**src/rtl/keypad_conditioner.sv**
```systemverilog
// Push-button front-end: 2-FF synchronizers, tick-sampled debounce, priority
// note encoder, and registered pulses for MODE/OCTAVE presses and note changes.
module keypad_conditioner #(
  parameter int unsigned TICK_DIV = 10000,
  parameter int unsigned CNT_W    = 16
) (
  input  logic        clk,
  input  logic        NRST,
  input  logic [12:0] NOTES,
  input  logic        MODE,
  input  logic        OCTAVE,
  output logic [3:0]  note_idx,
  output logic        note_valid,
  output logic        note_chg,
  output logic        mode_pulse,
  output logic        octave_pulse
);

  logic [14:0]      raw;
  logic [14:0]      s1;
  logic [14:0]      s2;
  logic [14:0]      samp;
  logic [14:0]      db;
  logic [14:0]      differ;
  logic [CNT_W-1:0] cnt;
  logic             tick;
  logic             db13_q;
  logic             db14_q;
  logic [3:0]       enc;

  assign raw    = {OCTAVE, MODE, NOTES};
  assign tick   = (cnt == CNT_W'(TICK_DIV - 1));
  // Bits whose current sample disagrees with the previous tick's sample keep db.
  assign differ = s2 ^ samp;

  always_comb begin
    enc = 4'hF;
    for (int unsigned i = 0; i < 13; i++) begin
      if (db[i] && (enc == 4'hF)) enc = 4'(i);
    end
  end

  always_ff @(posedge clk or negedge NRST) begin
    if (!NRST) begin
      s1           <= '0;
      s2           <= '0;
      samp         <= '0;
      db           <= '0;
      cnt          <= '0;
      db13_q       <= 1'b0;
      db14_q       <= 1'b0;
      note_idx     <= 4'hF;
      note_valid   <= 1'b0;
      note_chg     <= 1'b0;
      mode_pulse   <= 1'b0;
      octave_pulse <= 1'b0;
    end else begin
      s1  <= raw;
      s2  <= s1;
      cnt <= tick ? '0 : cnt + CNT_W'(1);
      if (tick) begin
        samp <= s2;
        db   <= (db & differ) | (s2 & ~differ);
      end
      db13_q       <= db[13];
      db14_q       <= db[14];
      note_idx     <= enc;
      note_valid   <= |db[12:0];
      note_chg     <= (enc != note_idx);
      mode_pulse   <= db[13] & ~db13_q;
      octave_pulse <= db[14] & ~db14_q;
    end
  end

endmodule

```
**config.mk**
```make
export PLATFORM = sky130hd
export DESIGN_NAME = keypad_conditioner
export DESIGN_NICKNAME = d
export VERILOG_FILES = /design/src/rtl/keypad_conditioner.sv
export SDC_FILE = /design/constraint.sdc
export NUM_CORES = 1
export LEC_CHECK = 0
export ABC_AREA = 0
export CAP_MARGIN = 15
export CORE_ASPECT_RATIO = 0.6
export CORE_MARGIN = 4
export CORE_UTILIZATION = 35
export DETAILED_ROUTE_END_ITERATION = 8
export HOLD_SLACK_MARGIN = 0.06
export PLACE_DENSITY = 0.52
export SLEW_MARGIN = 20
export SYNTH_ARGS = -nofsm -noshare
export SYNTH_HDL_FRONTEND = slang
export SYNTH_SLANG_ARGS = --single-unit
```
**constraint.sdc**
```tcl
create_clock -name clk -period 2.7 [get_ports clk]
set_clock_uncertainty 0.1 [all_clocks]
set_input_delay 0.675 -clock clk [delete_from_list [all_inputs] [get_ports clk]]
set_output_delay 0.675 -clock clk [all_outputs]
set_load 0.03 [all_outputs]
```
# Word-level counts from Yosys, hierarchy flattened

Cells that the tools add are included.

Bits in registers: 86
Latch bits: 0
Bits in writable memories: 0
Bits in read-only memories: 0
Input port bits: 17
Logic and storage cells: 63
Memories: 0

Add/sub/neg operators: 1
Multipliers: 0
Divide/modulo/power cells: 0
Magnitude comparators: 0
Equal/unequal tests: 14
Shift operators: 0
Mux-type cells: 14
Bitwise logic cells: 9
Reductions and logical operators: 13

Operator list:

| operator              | count |
|---|---|
| $mux 4                | 13 |
| $eq 4x4->1 const B    | 12 |
| $and 15x15->15        | 2 |
| $add 16x1->16 const B | 1 |
| $eq 16x14->1 const B  | 1 |
| $mux 16               | 1 |
| $not 15->15           | 1 |
| $or 15x15->15         | 1 |
| $xor 15x15->15        | 1 |
| $reduce_or 13->1      | 1 |
| $logic_and 1x1->1     | 12 |
| $ne 4x4->1            | 1 |
| $and 1x1->1           | 2 |
| $not 1->1             | 2 |

# Depth between registers and ports, before layout

Gate-level depths: netlist of the first run.

Word-level depth: 38
Gate-level depth with buffers: 7

# Worst setup path after synthesis of the first run

Ideal clock, no wire load.

Path type: flip-flop to flip-flop
From: register with a tool-made name
To: register note_chg
Setup time: 139 ps
Data arrival time: 1908 ps
Path slack: 554 ps
Cell stages (with the launch flop): 5
Path buffers: 0
Clock period less this slack: 2146 ps
Cells stage by stage: dfrtp_1 or4_1 nor2_1 mux2_2 or4b_1

RTL lines:

| element                | RTL line | RTL |
|---|---|---|
| end signal: assignment | 69       | `note_chg <= (enc != note_idx);` |
| end: declaration       | 14       | `output logic note_chg,` |

==> impl_results.md, run 1 <==
- Filler cells: slightly below 900
- DRT antenna net count: 0
- Crit path capture type: register
- Finished Layout Cells: 456
- Leakage power: between 0.0015 and 0.002 µW
- CP Launch Type: register
- Commonest cells in the netlist: dfrtp_1, o21ai_0, nand2_1, a21oi_1, inv_1
- Slew @ Worst Pin: around 0.63 ns
- Synthesized flop and latch total: 86
- Dpl hpwl: between 4000 and 5000 µm
- Post-Syn Instances: around 290
- Crit path max fanout: 7
- N_diodes: 0
- Die height: roughly 83 µm
- Vias in the first global route: around 2,100
- Post-synth EDFFs: 0
- Post-route setup TNS: 0 ns
- Run status: finished, final reports clean
- Seq/Total Area, Yosys: between 60% and 70%
- Ratio of cells with drive above 1 in the final layout: 9.51%
- Max Cap Viol: 0
- Hold-fix buffers at CTS: 0
- Fin. Hold Viols: 0
- Final slew viol count: 0
- 1st-iter DRT viols: between 100 and 150
- Area of placed instances: between 0.003 and 0.004 mm²
- Ys Warns: 0
- Mapped Nets: slightly above 300
- Top cells by area, synth: dfrtp_1, o21ai_0, a21oi_1, dfstp_2, nand2_1
- Pwr dens: about 640 mW/mm²
- Worst Min Path Start: s1[2]
- Via count: around 2,200
- VDD IR-drop max: 0.331 mV
- Most common cell in the netlist: dfrtp_1
- Clk_lat worst skew: 0.33 ns
- Final setup viols: 0
- Post-synthesis async set-or-reset flop share: between 90% and 100%
- Via density: approximately 4.8
- Hold crit path type: register to register
- Primary FF master, synth: dfrtp_1
- CTS tree: yes
- Largest area contributor in the netlist: dfrtp_1
- Post-route design area: 0.00403 mm²
- Setup CP Type: register to register
- Final period util: ~88%
- Pre-antenna DRT Iters: 4
- CTS max path bufs: 2
- # resized after CTS: 0
- CTS Root Cell: clkbuf_16
- DR DRC count: 0
- Worst Slack Setup Final: approximately 0.33 ns
- RSZ-0062 raised after global routing: no
- Drt wl/cell: about 13 µm
- Rows: 27
- Maximum clock frequency: approximately 420 MHz
- First-pass GRT wire length: 10,600 µm
- I/O pins: 25
- WP data arrival: roughly 2.5 ns
- Largest net degree at the start of global routing: 50
- Max transition margin: between 50 and 60%
- Die ar.: between 0.01 and 0.015 mm²
- Starting Density: roughly 36%
- Distinct cells, synth: 42
- Die width: between 100 and 150 µm
- Post-synth top area share: between 60 and 70%
- Worst-path clk slew: 0.06 ns
- Initial antenna violation count: 0
- Routed WL: between 6000 and 7000 µm
- IO Port Bufs: 24
- Placement Setup Slack: 0.385 ns
- H-tree Lvls: 3
- Syn Area/Cell: 11.4 µm²
- Worst path required time: approximately 2.8 ns
- Post-synthesis cell area: approximately 0.0033 mm²
- GPL Wtd Cong: just under 0.8
- All-Layer GR Usage: about an eighth
- Placeable Area: slightly above 0.009 mm²
- Nets: 340
- Final min period: around 2.4 ns
- Total gr overflow: 0
- Setup Buffers After CTS: 0
- Layout area overhead: 21.7%
- Placed Cells: about 440
- CTS buffer count: 9
- CTS Sinks: 86
==> power by group <==
part	switching, µW	internal [µW]
clock network	474	743
logic	27.1	23.9
registers	11.9	1310
==> per-layer routing <==
layer | vias up | track usage, % | routed length [µm]
li1 | 1075 | - | -
met1 | 1063 | 17.8 | 3230
met2 | 38 | 16.5 | 2480
met3 | 7 | 4.18 | 276
met4 | 0 | 3.73 | 63
met5 | - | 0 | 0
==> final cells by class <==
class	count	area (µm²)	share of cell area, %
multi-input cells	179	1060	26.3
repair buffers	28	280	6.96
well taps	130	163	4.04
flip-flops and latches	86	2160	53.6
clock inverters	4	56.3	1.40
clock buffers	11	243	6.03
inverters	18	67.6	1.68
==> metrics by stage <==
stage	total power (µW)	utilization (%)	hold slack, ns
6_report	2590	43.8	0.247
5_1_grt	2710	43.8	0.258
4_1_cts	2650	43.8	0.249
3_5_place_dp	1400	40.6	0.235
3_3_place_gp	1400	40.6	0.232
2_1_floorplan	1340	-	0.231
==> cell usage in the layout, fill, tap and decap left out, types with 2 or more instances in the layout <==
cell	netlist	final
a21oi_1	21	21
clkbuf_16	0	9
buf_4	0	4
nor4_4	2	3
and4_1	2	2
xnor2_1	4	4
nand4_1	4	4
nor2_1	14	14
nand2_1	25	25
inv_1	18	18
and2_1	2	2
clkinv_4	0	2
nor3_1	6	6
nand3_1	6	6
a31oi_1	2	2
nor4b_1	2	2
clkdlybuf4s50_1	0	23
dfrtp_1	82	82
a21o_1	2	2
mux2i_1	2	2
or3_1	6	6
dfstp_2	4	4
o21ai_0	48	48
xor2_1	7	7
or4_1	2	2
nor2b_1	4	4
==> worst paths after layout <==
| path | end | slack, ns | cells after the start |
|---|---|---|---|
| min | s2[2] | 0.25 | 0 |
| max in group asynchronous | s1[9] | 1.62 | 2 |
| min in group asynchronous | note_chg | 0.26 | 1 |
| max | note_chg | 0.33 | 5 |
| min reg2reg | s2[2] | 0.25 | 0 |
| max reg2reg | note_chg | 0.33 | 5 |
==> kinds of logic after synthesis <==
family                   after synthesis  synth area share, %
flip-flops                            86                 65.2
multiplexers                           3                0.946
AO/OA/AOI/OAI                         82                 13.6
adder cells (fa/ha/maj)                1                0.378
AND/OR/NAND/NOR                       82                 14.0
XOR/XNOR                              11                 2.91
buffers and inverters                 26                 3.03
==> worst max-delay path: stages, from the launching register on <==
cell and delay (ns):
dfrtp_1 0.47, or4_4 0.59, nor3_1 0.42, nor3_1 0.08
a21oi_1 0.12, or4b_1 0.45
No activity file was read; power rests on OpenSTA's default activity.
==> inputs of run 2 (changes only) <==
CELL_PAD_IN_SITES_DETAIL_PLACEMENT = 1   (was not set)
CELL_PAD_IN_SITES_GLOBAL_PLACEMENT = 2   (was not set)
PLACE_DENSITY = 0.72   (was 0.52)
==> run 2 against run 1 <==
Sequential share of layout area down 0.69 points; cell count up 0.66%; clock power rose by 8%; global-route usage rose by 1.2 points.
==> impl_results.md, run 2 (synthesized netlist as in run 1, its figures left out) <==
- Worst path max stage delay: 0.68 ns (+0.09 ns)
- # resized after CTS: 0 (unchanged)
- Setup CP Type: register to output port
- GPL Wtd Cong: 0.715 (-7.3%)
- Most frequent cells in the layout: dfrtp_1, o21ai_0, nand2_1
- H-tree Lvls: 3 (unchanged)
- Ratio of cells with drive above 1 in the final layout: 10.3% (+0.83 points)
- Placeable Area: 0.00919 mm² (unchanged)
- FF+latch area: 0.00216 mm² (unchanged)
- N_diodes: 0 (unchanged)
- CTS tree: yes
- Max stage delay cell, worst path: clkdlybuf4s50_1
- Run status: finished, final reports clean
- Die width: 134 µm (unchanged)
- CTS Sinks: 86 (unchanged)
- Worst path required time: 1.92 ns (-0.88 ns)
- Final min period: 2.36 ns (-0.00500 ns)
- Filler cells: 1,002 (+14%)
- Setup Buffers After CTS: 0 (unchanged)
- IO Port Bufs: 24 (unchanged)
- Initial antenna violation count: 0 (unchanged)
- CTS max path bufs: 2 (unchanged)
- Largest net degree at the start of global routing: 53 (+6.0%)
- DRT antenna net count: 0 (unchanged)
- CTS Root Cell: clkbuf_16
- Drt wl/cell: 14.8 µm (+12%)
- Fin util: 44.4% (+0.57 points)
- Worst R2R Path Depth: 5 (unchanged)
- Dpl hpwl: 4660 µm (+13%)
- Area occupied by multi-input gates: 0.00106 mm² (unchanged)
- Max Cap Viol: 0 (unchanged)
- Crit path max fanout: 5 (-2)
- Max transition margin: 67.5% (+9.6 points)
- DR DRC count: 0 (unchanged)
- RSZ-0062 raised after global routing: no
- Nets: 342 (+0.59%)
- Leakage power: 0.00179 µW (+1.2%)
- Post-route setup TNS: 0 ns (unchanged)
- All-Layer GR Usage: 13.3% (+1.2 points)
- Maximum clock frequency: 423 MHz (+0.21%)
- Pwr dens: 661 mW/mm² (+2.7%)
- Crit path capture type: output port
- Layout area overhead: 23.3%
- Clk_lat worst skew: 0.33 ns (about the same)
- Starting Density: 36.0% (unchanged)
- Rows: 27 (unchanged)
- Die ar.: 0.0111 mm² (unchanged)
- Worst hold slack: 0.206 ns (-0.0416 ns)
- CP Depth: 1 (-4)
- VDD IR-drop max: 0.384 mV (+16%)
- Vias in the first global route: 2,286 (+6.5%)
- Total gr overflow: 0 (unchanged)
- First-pass GRT wire length: 11,700 µm (+10%)
- Pre-antenna DRT Iters: 4 (unchanged)
- Hold crit path type: input pin to asynchronous set/reset pin
- 1st-iter DRT viols: 91 (-26%)
- Routed WL: 6790 µm (+12%)
- CTS buffer count: 9 (unchanged)
- Via density: 4.93 (+2.9%)
- Die height: 83.3 µm (unchanged)
- CP top delay family: buffers and inverters
- Final period util: 87.6% (-0.19 points)
- Hold-fix buffers at CTS: 0 (unchanged)
- CP Launch Type: register
- Final slew viol count: 0 (unchanged)
- Slew @ Worst Pin: 0.487 ns (-0.143 ns)
- Fin. Hold Viols: 0 (unchanged)
- Bufs and invs on worst path: 1 (+1)
- Crit-path cells: clkdlybuf4s50_1
- WP data arrival: 1.59 ns (-0.88 ns)
- Worst-path clk slew: 0.06 ns (about the same)
- Most common cell after layout, fill and taps aside: dfrtp_1
- Via count: 2,262 (+3.6%)
- I/O pins: 25 (unchanged)
- Final setup viols: 0 (unchanged)
run 2: cell count changes in the layout (fill, tap and decap cells not counted):
cell and change:
buf_12 +1, buf_4 +1, clkinv_4 +1, clkbuf_8 -1, bufinv_16 +1
run 2: worst register-to-register path: stages, from the launching register on:
cell     delay (ns)
dfrtp_1        0.45
nor4_4         0.49
and4_1         0.31
nor3_1         0.06
mux2_2         0.27
or4b_1         0.50
run 2: power breakdown:
group | internal, µW | switching [µW]
Combinational | 24.9 | 28.2
Sequential | 1310 | 12.5
Clock | 818 | 501
Total | 2160 | 542
run 2: final timing paths:
kind / startpoint / to / slack, ns
max in group asynchronous: NRST / s2[4] / 1.71
min in group clk: s1[7] / s2[7] / 0.25
worst max register to register: register / note_chg / 0.39
worst min register to register: s1[7] / s2[7] / 0.25
worst max-delay path: note_idx[0] / note_idx[0] / 0.34
worst min-delay path: NRST / samp[8] / 0.21
run 2: metal layers:
layer  wire [µm]  GRT usage, %  up-vias
li1            -             -     1085
met5           0             0        -
met3         270          3.75        9
met4          90          4.48        0
met2        2830          18.1       31
met1        3600          20.0     1137
run 2: area by class of cell:
type / count / share of cell area [%]
Sequential cell: 86 / 52.9
Multi-Input combinational cell: 179 / 26.0
Timing Repair Buffer: 30 / 7.55
Clock buffer: 10 / 5.61
Tap cell: 130 / 3.99
Clock inverter: 6 / 2.33
Inverter: 18 / 1.66
run 2: metrics by stage:
stage | area (µm²) | instances | power, µW | setup slack, ns
floorplan | 3310 | 291 | 1340 | 0.554
global placement | 3750 | 443 | 1400 | 0.454
detailed placement | 3750 | 443 | 1400 | 0.403
CTS | 4080 | 459 | 2740 | 0.323
global route | 4080 | 459 | 2800 | 0.234
finish | 4080 | 459 | 2700 | 0.335
